--- src/rtl/bot_upd_pkg.sv ---
// Shared types for the Rojobot update/interrupt controller.
package bot_upd_pkg;

  localparam int BOT_REG_W = 8;
  localparam int UPD_CNT_W = 16;

  typedef enum logic [1:0] {
    IDLE   = 2'd0,
    SETTLE = 2'd1,
    PEND   = 2'd2
  } upd_state_e;

  // Field order matches the concatenation {locx, locy, sensors, botinfo}
  typedef struct packed {
    logic [BOT_REG_W-1:0] locx;
    logic [BOT_REG_W-1:0] locy;
    logic [BOT_REG_W-1:0] sensors;
    logic [BOT_REG_W-1:0] botinfo;
  } bot_snap_t;

endpackage

--- src/rtl/bot_upd_ctrl_sync_rise.sv ---
// Multi-flop synchronizer plus rising-edge detector for a single async input.
module sync_rise #(
  parameter int STAGES = 2
) (
  input  logic clk,
  input  logic rstn,
  input  logic din,
  output logic rise
);

  logic [STAGES-1:0] chain;
  logic              prev;

  // prev resets low, so an input already high at reset release yields one rise
  always_ff @(posedge clk or negedge rstn) begin
    if (!rstn) begin
      chain <= '0;
      prev  <= 1'b0;
    end else begin
      chain <= {chain[STAGES-2:0], din};
      prev  <= chain[STAGES-1];
    end
  end

  assign rise = chain[STAGES-1] & ~prev;

endmodule

--- src/rtl/bot_upd_ctrl.sv ---
// Bot update controller: synchronizes the update pulse, snapshots the bot
// registers, raises a maskable interrupt and counts updates and overruns.
//
//   state  | meaning
//   IDLE   | no unacknowledged update, waiting for a rise
//   SETTLE | one cycle after the rise; bot registers are latched at its end
//   PEND   | snapshot valid, waiting for CPU ack; further rises are overruns
module bot_upd_ctrl
  import bot_upd_pkg::*;
#(
  parameter int SYNC_STAGES = 2,
  parameter int OVF_W       = 8,
  parameter bit OVERWRITE   = 1'b0
) (
  input  logic                 clk,
  input  logic                 rstn,
  input  logic                 i_upd,
  input  logic [BOT_REG_W-1:0] i_locx,
  input  logic [BOT_REG_W-1:0] i_locy,
  input  logic [BOT_REG_W-1:0] i_sensors,
  input  logic [BOT_REG_W-1:0] i_botinfo,
  input  logic                 i_ack,
  input  logic                 i_int_en,
  input  logic                 i_ovf_clr,
  output logic [BOT_REG_W-1:0] o_locx,
  output logic [BOT_REG_W-1:0] o_locy,
  output logic [BOT_REG_W-1:0] o_sensors,
  output logic [BOT_REG_W-1:0] o_botinfo,
  output logic                 o_pending,
  output logic                 o_irq,
  output logic [UPD_CNT_W-1:0] o_upd_cnt,
  output logic [OVF_W-1:0]     o_ovf_cnt
);

  localparam logic [OVF_W-1:0] OVF_MAX = '1;

  upd_state_e           state;
  bot_snap_t            snap;
  bot_snap_t            bot_in;
  logic                 pending;
  logic [UPD_CNT_W-1:0] upd_cnt;
  logic [OVF_W-1:0]     ovf_cnt;
  logic                 upd_rise;
  logic                 overrun;

  sync_rise #(
    .STAGES (SYNC_STAGES)
  ) u_sync_rise (
    .clk  (clk),
    .rstn (rstn),
    .din  (i_upd),
    .rise (upd_rise)
  );

  assign bot_in  = {i_locx, i_locy, i_sensors, i_botinfo};
  assign overrun = (state == PEND) & upd_rise & ~i_ack;

  always_ff @(posedge clk or negedge rstn) begin
    if (!rstn) begin
      state   <= IDLE;
      snap    <= '0;
      pending <= 1'b0;
      upd_cnt <= '0;
    end else begin
      case (state)
        IDLE: begin
          if (upd_rise) state <= SETTLE;
        end
        SETTLE: begin
          snap    <= bot_in;
          upd_cnt <= upd_cnt + UPD_CNT_W'(1);
          pending <= 1'b1;
          state   <= PEND;
        end
        PEND: begin
          // ack with a coinciding rise is a fresh update, not an overrun
          if (i_ack) begin
            pending <= 1'b0;
            state   <= upd_rise ? SETTLE : IDLE;
          end else if (upd_rise && OVERWRITE) begin
            snap    <= bot_in;
            upd_cnt <= upd_cnt + UPD_CNT_W'(1);
          end
        end
        default: begin
          pending <= 1'b0;
          state   <= IDLE;
        end
      endcase
    end
  end

  always_ff @(posedge clk or negedge rstn) begin
    if (!rstn) begin
      ovf_cnt <= '0;
    end else if (i_ovf_clr) begin
      ovf_cnt <= '0;
    end else if (overrun && (ovf_cnt != OVF_MAX)) begin
      ovf_cnt <= ovf_cnt + OVF_W'(1);
    end
  end

  assign o_locx    = snap.locx;
  assign o_locy    = snap.locy;
  assign o_sensors = snap.sensors;
  assign o_botinfo = snap.botinfo;
  assign o_pending = pending;
  assign o_irq     = pending & i_int_en;
  assign o_upd_cnt = upd_cnt;
  assign o_ovf_cnt = ovf_cnt;

endmodule

--- config.mk ---
export PLATFORM = sky130hd
export DESIGN_NAME = bot_upd_ctrl
export DESIGN_NICKNAME = d
export VERILOG_FILES = /design/src/rtl/bot_upd_pkg.sv /design/src/rtl/bot_upd_ctrl_sync_rise.sv /design/src/rtl/bot_upd_ctrl.sv
export SDC_FILE = /design/constraint.sdc
export NUM_CORES = 1
export LEC_CHECK = 0
export BUFFER_PORTS_ARGS = -buffer_cell sky130_fd_sc_hd__buf_2
export CAP_MARGIN = 20
export CELL_PAD_IN_SITES_DETAIL_PLACEMENT = 1
export CELL_PAD_IN_SITES_GLOBAL_PLACEMENT = 2
export CORE_ASPECT_RATIO = 1.75
export CORE_MARGIN = 2
export CORE_UTILIZATION = 31
export DETAILED_ROUTE_END_ITERATION = 6
export PLACE_DENSITY_LB_ADDON = 0.15
export SYNTH_ARGS = -nofsm -noshare
export SYNTH_HDL_FRONTEND = slang
export SYNTH_SLANG_ARGS = --single-unit
--- constraint.sdc ---
create_clock -name clk -period 1.7 [get_ports clk]
set_input_delay 0.255 -clock clk [delete_from_list [all_inputs] [get_ports clk]]
set_output_delay 0.255 -clock clk [all_outputs]
set_load 0.03 [all_outputs]
; After elaboration in Yosys (flattened, before gate mapping)
; Index checks and enable logic that the tools add are counted.
; Widths: inputs -> output; s select.
[word_totals]
regBits = 62
inputBits = 38
out_inout_bits = 58
[op_classes]
addsub = 2
n_eq_ne = 5
mux = 8
bitwise_logic = 7
reduce_logical = 5
[op_table]
columns = operator, n
row1 = $add 16x1->16 const B, 1
row2 = $mux 8, 2
row3 = $add 8x1->8 const B, 1
row4 = $ne 8x8->1 const B, 1
row5 = $pmux 2 s3, 1
row6 = $and 1x1->1, 4
row7 = $mux 2, 2
row8 = $ne 2x2->1 const B, 2
row9 = $reduce_and 2->1, 2
row10 = $not 1->1, 3
row11 = $pmux 1 s3, 1
row12 = $eq 2x1->1 const B, 1
row13 = $eq 2x2->1 const B, 1
row14 = $logic_not 2->1, 1
row15 = $mux 1, 2
row16 = $reduce_bool 2->1, 1
row17 = $logic_and 1x1->1, 1

; Logic depth before layout (Yosys ltp)
; Gate-level depths: netlist (run 1).
[depth]
depth_word = 7
mapped_depth = 6
depth_no_buf = 5

; Hierarchy
; From an unflattened synthesis (run 1), not the netlist that was laid out.
[unflattened]
hier_cells = 182
area_unflattened_um2 = 2523.7
[modules_own_cells]
columns = module, n_inst, cells_per_inst, area_each_um2
row1 = bot_upd_ctrl, 1, 178, 2434.8
row2 = sync_rise, 1, 4, 88.8

; Least setup slack after synthesis (run 1)
; Ideal clock, no wire load.
[synth_path]
path_type = reg2reg
startpoint = reg upd_cnt[0], in the netlist o_upd_cnt[0]
endpoint = reg upd_cnt[14], in the netlist o_upd_cnt[14]
setup_time_ps = 133
arrival_ps = 1617
setup_slack_ps = -50
stages_incl_launch_ff = 6
path_cell_list = dfrtp_1 ha_1 nand3b_1 or4_4 nand2b_4 xnor2_2
[synth_between]
elab_chain_len = 1
[synth_rtl]
columns = element, line_no
row1 = from (decl), bot_upd_ctrl.sv:41  ; logic [UPD_CNT_W-1:0] upd_cnt;
row2 = from (signal assigned), bot_upd_ctrl.sv:71  ; upd_cnt <= upd_cnt + UPD_CNT_W'(1);
row3 = from (signal assigned), bot_upd_ctrl.sv:82  ; upd_cnt <= upd_cnt + UPD_CNT_W'(1);
row4 = $add 16x1->16, bot_upd_ctrl.sv:71
; No other way between the ends.
; A chain may end at the register's enable or synchronous reset.

; Worst setup path after layout (run 1)
[layout_path]
startpoint = reg ovf_cnt[0], in the netlist o_ovf_cnt[0]
endpoint = reg ovf_cnt[5], in the netlist o_ovf_cnt[5]
[layout_between]
elab_chain_len = 3
elab_cells_between_ends = 6
classes_between = add/sub (1) / eq/ne (1) / mux (2) / reduce/logical (2)
[layout_rtl]
columns = element, line_no
row1 = from (decl), bot_upd_ctrl.sv:42  ; logic [OVF_W-1:0] ovf_cnt;
row2 = from (signal assigned), bot_upd_ctrl.sv:99  ; ovf_cnt <= ovf_cnt + OVF_W'(1);
row3 = $add 8x1->8 or $ne 8x8->1 (tied branches), "bot_upd_ctrl.sv:99, bot_upd_ctrl.sv:98"
row4 = $mux 8 or $logic_and 1x1->1 (tied branches), bot_upd_ctrl.sv:98  ; end else if (overrun && (ovf_cnt != OVF_MAX)) begin
row5 = $mux 8 or $reduce_bool 2->1 (tied branches), --
; Parallel ways exist; a longest one is shown, timed or not. The select of a mux whose other input is x is not followed.

==> qor.csv, run 1 <==
stage;metric;value;unit
clock_network;Root Driver;clkbuf_16;
cells_and_area;most frequent cells in the layout;buf_2 (95), dfrtp_1 (60), mux2_2 (33), buf_4 (16);
setup_path;crit path kind;reg -> reg;
cells_and_area;layout cells sized above 1;57.2;%
place;Setup WS pre-CTS;0.0513;ns
job;Max Cap Viol;0;
cells_and_area;# fillers;863;
power_and_ir_drop;Comb power frac;26.7;%
routing;residual DRC count;0;
worst_hold_path;Min-Delay Path Class;in -> reg;
sta;Final setup viols;0;
routing;antenna-violating nets left;0;
sta;Final Hold Slack;0.0374;ns
logic_synthesis;Synthesized Nets;220;
sta;relative slew slack;77.2;%
logic_synthesis;synthesized area;0.00253;sq mm
clock_network;Clock transition at path regs;0.05;ns
logic_synthesis;Synth Warn #;0;
floorplan;Starting Density;32.0;%
global_routing;total gr overflow;0;
power_and_ir_drop;Cell Pwr Density;1460;mW/mm^2
logic_synthesis;asr flop ratio synth;100;%
place;HPWL Detailed;4.27;mm
cells_and_area;most common cell after layout, fill and taps aside;buf_2;
floorplan;Ports;96;
routing;Vias;1904;
status;status;finished, final reports clean;
power_and_ir_drop;part of the power in registers;37.4;%
clock_network;Inserted Clock Buffers;9;
setup_path;crit-path max FO;11;
sta;final setup margin;0.122;ns
floorplan;die area;0.00894;sq mm
sta;RSZ-0062 raised after global routing;no;
power_and_ir_drop;Clk network pwr share;35.9;%
setup_path;CP Capture Type;flip-flop;
floorplan;CORE AREA;0.00791;sq mm
setup_path;arrival time worst endpoint;1.83;ns
sta;setup TNS;0;ns
power_and_ir_drop;Max VDD drop;837;uV
routing;drt wl/cell;14.7;um
logic_synthesis;sequential area share after synthesis;61.2;%
power_and_ir_drop;Total Power;5210;uW
routing;wirelength, routed;5.80;mm
logic_synthesis;EDFF count, synth;0;
routing;Vias/cell;4.83;
global_routing;largest net degree at the start of global routing;63;
sta;final critical-path share of the clock period;92.8;%
cells_and_area;Area Growth Syn to Fin;40.9;%
sta;Fmax;0.634;GHz
clock_network;clock latency on the worst-skew pair;0.32;ns
clock_network;H-tree Lvls;3;
clock_network;CTS tree;yes;
sta;final hold vios;0;
clock_network;clock sink total;62;
logic_synthesis;most common flop cell mapped by yosys;dfrtp_1;
logic_synthesis;Synth cell types;37;
sta;min Tclk post-route;1.58;ns
routing;DRT Pass-1 Iters;4;
global_routing;vias in the first global route;2008;
cells_and_area;# diodes;0;
sta;Worst Skew;0.00435;ns
floorplan;Rows;43;
logic_synthesis;syn_area_per_cell;14.1;sq um
global_routing;GRT Util Overall;14.2;%
setup_path;startpoint type of the worst setup path;flip-flop;
sta;Worst Tran Pin Value;0.342;ns
power_and_ir_drop;Net Sw Frac;32.1;%
global_routing;initial antenna violation count;0;
logic_synthesis;Synth Instances;180;
power_and_ir_drop;LEAKAGE;0.00176;uW
global_routing;first-pass GRT wire length;9.54;mm
power_and_ir_drop;cell internal pwr;3540;uW
cells_and_area;Total Nets Final;340;
setup_path;Critical Path RT;1.95;ns
power_and_ir_drop;Psw;1670;uW
clock_network;Clock Tree Buf Depth;2;
floorplan;Die X;72.3;um
routing;DRT iter0 DRCs;34;
logic_synthesis;synthesized flop and latch total;62;
floorplan;die height;124;um
sta;Final Max Slew Viols;0;
place;Placer Congestion;0.752;
place;I/O Buffers;95;
[cell type report]
type | count | area (sq um) | area share (%)
repair buffers | 114 | 646 | 18.1
clock buffers | 10 | 229 | 6.41
multi-input cells | 110 | 942 | 26.4
flip-flops and latches | 62 | 1550 | 43.5
inverters | 3 | 11.3 | 0.315
clock inverters | 5 | 75.1 | 2.10
well taps | 90 | 113 | 3.15
[power by group through the flow]
stage | clock network (uW) | logic [uW] | registers, uW
5_1_grt | 1990 | 1480 | 2000
3_5_place_dp | 0 | 1410 | 1980
3_3_place_gp | 0 | 1400 | 1960
2_1_floorplan | 0 | 335 | 2540
6_report | 1870 | 1390 | 1950
4_1_cts | 1930 | 1410 | 1960
[worst max-delay path, cell delays in order (launching register included)]
cell      delay, ns
dfrtp_1        0.37
ha_1           0.21
nand3_1        0.13
o211ai_4       0.15
or4_1          0.50
a21oi_1        0.14
[path summary, 6_finish.rpt]
kind | end | depth (start not counted) | startpoint | slack (ns)
hold reg to reg | u_sync_rise.chain[1]$_DFF_PN0_ | 0 | u_sync_rise.chain[0]$_DFF_PN0_ | 0.34
hold / removal | u_sync_rise.chain[0]$_DFF_PN0_ | 1 | i_upd | 0.04
setup / recovery | o_ovf_cnt[5]$_DFFE_PN0P_ | 5 | o_ovf_cnt[0]$_DFFE_PN0P_ | 0.12
min in group asynchronous | o_locx[3]$_DFFE_PN0P_ | 3 | rstn | 0.46
max in group asynchronous | o_upd_cnt[0]$_DFFE_PN0P_ | 3 | rstn | 0.94
setup reg to reg | o_ovf_cnt[5]$_DFFE_PN0P_ | 5 | o_ovf_cnt[0]$_DFFE_PN0P_ | 0.12
[metrics by stage]
step,utilization (%),cells,area [sq um]
floorplan,-,180,2540
global placement,41.0,377,3240
detailed placement,41.0,377,3240
CTS,44.9,393,3550
global route,45.1,394,3570
finish,45.1,394,3570
[synthesized netlist by cell type (all sizes together), types with 2 or more instances]
cell	n	area, sq um
a21oi	6	30.0
and2b	2	17.5
and4	2	17.5
buf	5	37.5
dfrtp	62	1550
ha	2	25.0
inv	3	11.3
mux2	33	372
nand2	6	22.5
nand3	5	25.0
nand4	5	31.3
nor2	7	36.3
o21ai	4	20.0
o31ai	3	22.5
or3	3	20.0
or4	4	33.8
xnor2	10	95.1
xor2	6	52.6
[layer usage]
metal | global-route usage [%] | vias to the layer above | share of wire [%]
li1 | - | 876 | -
met1 | 15.9 | 955 | 40
met2 | 23.6 | 63 | 52
met3 | 4.45 | 10 | 6.7
met4 | 7.78 | 0 | 2.1
met5 | 0 | - | 0
[what timing repair did]
item | 4_1_cts | 5_1_grt
endpoints found under the setup margin | 0 | 5
resized for setup | 0 | 1
hold buffers | 1 | 0
buffers inserted | 0 | 1
hold endpoints to repair | 62 | 0
[sequential cells by signal (all words and copies together) (netlist names)]
register,flops
o_botinfo,8
o_locx,8
o_locy,8
o_ovf_cnt,8
o_pending,1
o_sensors,8
o_upd_cnt,16
state,2
u_sync_rise.chain,2
u_sync_rise.prev,1
[logic make-up (layout without fill, tap and decap cells)]
| family | Yosys count | after routing | synth area share (%) |
|---|---|---|---|
| flops | 62 | 62 | 61.2 |
| xor+xnor | 16 | 16 | 5.83 |
| buf+inv | 8 | 132 | 1.93 |
| compound gates | 16 | 16 | 4.00 |
| simple gates | 42 | 42 | 11.0 |
| mux | 34 | 34 | 15.1 |
| fa+ha+maj | 2 | 2 | 0.987 |
No activity file was read; power rests on OpenSTA's default activity.
==> run 2: changes to the inputs <==
==> constraint.sdc (replaced) <==
create_clock -name clk -period 1.77 [get_ports clk]
set_input_delay 0.2655 -clock clk [delete_from_list [all_inputs] [get_ports clk]]
set_output_delay 0.2655 -clock clk [all_outputs]
set_load 0.03 [all_outputs]
==> qor.csv, run 2 (synthesis results as in run 1) <==
stage;metric;value;unit;change
routing;residual DRC count;0;;unchanged
cells_and_area;# diodes;0;;unchanged
status;status;finished, final reports clean;;unchanged
global_routing;largest net degree at the start of global routing;34;;was 63
sta;Worst Skew;0.00447;ns;was 0.00435 ns
power_and_ir_drop;Psw;1590;uW;was 1670 uW
clock_network;clock sink total;62;;unchanged
clock_network;Clock transition at path regs;0.05;ns;about the same
sta;setup TNS;0;ns;unchanged
power_and_ir_drop;LEAKAGE;0.00171;uW;was 0.00176 uW
clock_network;CTS tree;yes;;unchanged
setup_path;crit path kind;reg -> reg;;unchanged
cells_and_area;Area Growth Syn to Fin;37.5;%;was 40.9%
cells_and_area;layout cells sized above 1;54.5;%;was 57.2%
sta;final hold vios;0;;unchanged
routing;Vias/cell;4.78;;was 4.83
global_routing;GRT Util Overall;14.9;%;was 14.2%
cells_and_area;most frequent cells in the layout;buf_2 (95), dfrtp_1 (62), mux2_2 (33), xnor2_1 (9), clkbuf_16 (9);;was buf_2 (95), dfrtp_1 (60), mux2_2 (33), buf_4 (16)
power_and_ir_drop;Max VDD drop;749;uV;was 837 uV
routing;antenna-violating nets left;0;;unchanged
power_and_ir_drop;cell internal pwr;3240;uW;was 3540 uW
power_and_ir_drop;Comb power frac;27.5;%;was 26.7%
sta;Fmax;0.607;GHz;was 0.634 GHz
routing;DRT Pass-1 Iters;4;;unchanged
sta;relative slew slack;63.4;%;was 77.2%
sta;Final Max Slew Viols;0;;unchanged
routing;wirelength, routed;5.86;mm;was 5.80 mm
power_and_ir_drop;Total Power;4830;uW;was 5210 uW
floorplan;Rows;43;;unchanged
setup_path;arrival time worst endpoint;1.89;ns;was 1.83 ns
sta;Worst Tran Pin Value;0.549;ns;was 0.342 ns
global_routing;met3 GRT Util;5.83;%;was 4.45%
floorplan;Die X;72.3;um;unchanged
sta;final critical-path share of the clock period;93.1;%;was 92.8%
place;Placer Congestion;0.740;;was 0.752
floorplan;Ports;96;;unchanged
routing;drt wl/cell;15.1;um;was 14.7 um
clock_network;Inserted Clock Buffers;9;;unchanged
clock_network;Clock Tree Buf Depth;2;;unchanged
routing;DRT iter0 DRCs;33;;was 34
place;I/O Buffers;95;;unchanged
clock_network;postcts setup bufs;0;;unchanged
floorplan;die height;124;um;unchanged
place;Setup WS pre-CTS;0.0986;ns;was 0.0513 ns
floorplan;CORE AREA;0.00791;sq mm;unchanged
place;placed cells;370;;was 377
job;Max Cap Viol;0;;unchanged
place;HPWL Detailed;4.35;mm;was 4.27 mm
setup_path;Critical Path RT;2.01;ns;was 1.95 ns
clock_network;clock latency on the worst-skew pair;0.32;ns;about the same
cells_and_area;fin cells;387;;was 394
cells_and_area;Largest register FFs;16;;unchanged
power_and_ir_drop;Cell Pwr Density;1380;mW/mm^2;was 1460 mW/mm^2
global_routing;vias in the first global route;2024;;was 2,008
clock_network;Root Driver;clkbuf_16;;unchanged
cells_and_area;Total Nets Final;332;;was 340
setup_path;startpoint type of the worst setup path;flip-flop;;unchanged
setup_path;crit-path max FO;10;;was 11
power_and_ir_drop;Clk network pwr share;33.7;%;was 35.9%
floorplan;die area;0.00894;sq mm;unchanged
sta;min Tclk post-route;1.65;ns;was 1.58 ns
global_routing;initial antenna violation count;0;;unchanged
floorplan;Starting Density;32.0;%;unchanged
routing;Vias;1848;;was 1,904
global_routing;GRT busiest layer;met2;;unchanged
power_and_ir_drop;part of the power in registers;38.8;%;was 37.4%
sta;final setup margin;0.122;ns;about the same
clock_network;H-tree Lvls;3;;unchanged
sta;Final setup viols;0;;unchanged
worst_hold_path;Min-Delay Path Class;in -> reg;;unchanged
global_routing;routing usage on met1;16.6;%;was 15.9%
power_and_ir_drop;Net Sw Frac;33.0;%;was 32.1%
cells_and_area;most common cell after layout, fill and taps aside;buf_2;;unchanged
global_routing;first-pass GRT wire length;9.98;mm;was 9.54 mm
setup_path;CP Capture Type;flip-flop;;unchanged
global_routing;GR Util met2;24.4;%;was 23.6%
global_routing;total gr overflow;0;;unchanged
## run 2: cell count changes in the layout (fill, tap and decap cells not counted)
cell	before	now
bufinv_16	2	0
clkinv_2	3	0
clkbuf_8	0	3
dfrtp_1	60	62
dfrtp_2	2	0
buf_4	16	8
clkbuf_1	1	4
## run 2: path summary, 6_finish.rpt
kind,cells past startpoint,startpoint,end,slack [ns]
min in group asynchronous,2,rstn,o_locx[4]$_DFFE_PN0P_,0.46
max in group asynchronous,3,rstn,o_botinfo[2]$_DFFE_PN0P_,0.73
max reg2reg,5,o_ovf_cnt[1]$_DFFE_PN0P_,o_ovf_cnt[7]$_DFFE_PN0P_,0.12
min,1,i_upd,u_sync_rise.chain[0]$_DFF_PN0_,0.05
max,5,o_ovf_cnt[1]$_DFFE_PN0P_,o_ovf_cnt[7]$_DFFE_PN0P_,0.12
min reg2reg,0,u_sync_rise.chain[0]$_DFF_PN0_,u_sync_rise.chain[1]$_DFF_PN0_,0.35
## run 2: metal layers
metal  part of all wire (%)  up-vias
li1                       -      861
met1                     38      909
met5                      0        -
met2                     53       70
met3                    7.7        8
met4                    1.6        0
## run 2: power groups by stage
stage          sequential, uW  clock [uW]  combinational (uW)
2_1_floorplan            2440           0                 322
4_1_cts                  1880        1690                1350
3_3_place_gp             1880           0                1340
5_1_grt                  1920        1750                1420
3_5_place_dp             1900           0                1350
6_report                 1870        1630                1330
## run 2: what timing repair did
action / in CTS / in global routing
hold buffers: 1 / 0
hold endpoints to repair: 20 / 0
setup endpoints to repair: 0 / 5
resized for setup: 0 / 1
## run 2: final cells by class
type | count | area, sq um
clock buffer | 16 | 282
fill | 863 | 4420
inverter | 3 | 11.3
multi-input combinational | 110 | 942
sequential | 62 | 1550
tap | 90 | 113
timing repair buffer | 106 | 586
## run 2: per-stage QoR
stage / util [%] / hold WS [ns] / cell area, sq um
5_1_grt: 44.1 / 0.0470 / 3480
6_report: 44.1 / 0.0515 / 3480
3_5_place_dp: 40.3 / 0.292 / 3180
2_1_floorplan: - / -0.0301 / 2530
4_1_cts: 43.9 / 0.0329 / 3480
3_3_place_gp: 40.3 / 0.286 / 3180
## run 2: worst max-delay path: stages, from the launching register on
cell	delay (ns)
dfrtp_1	0.40
ha_1	0.24
nand3_1	0.15
o211ai_4	0.13
or4_1	0.49
a21oi_1	0.16
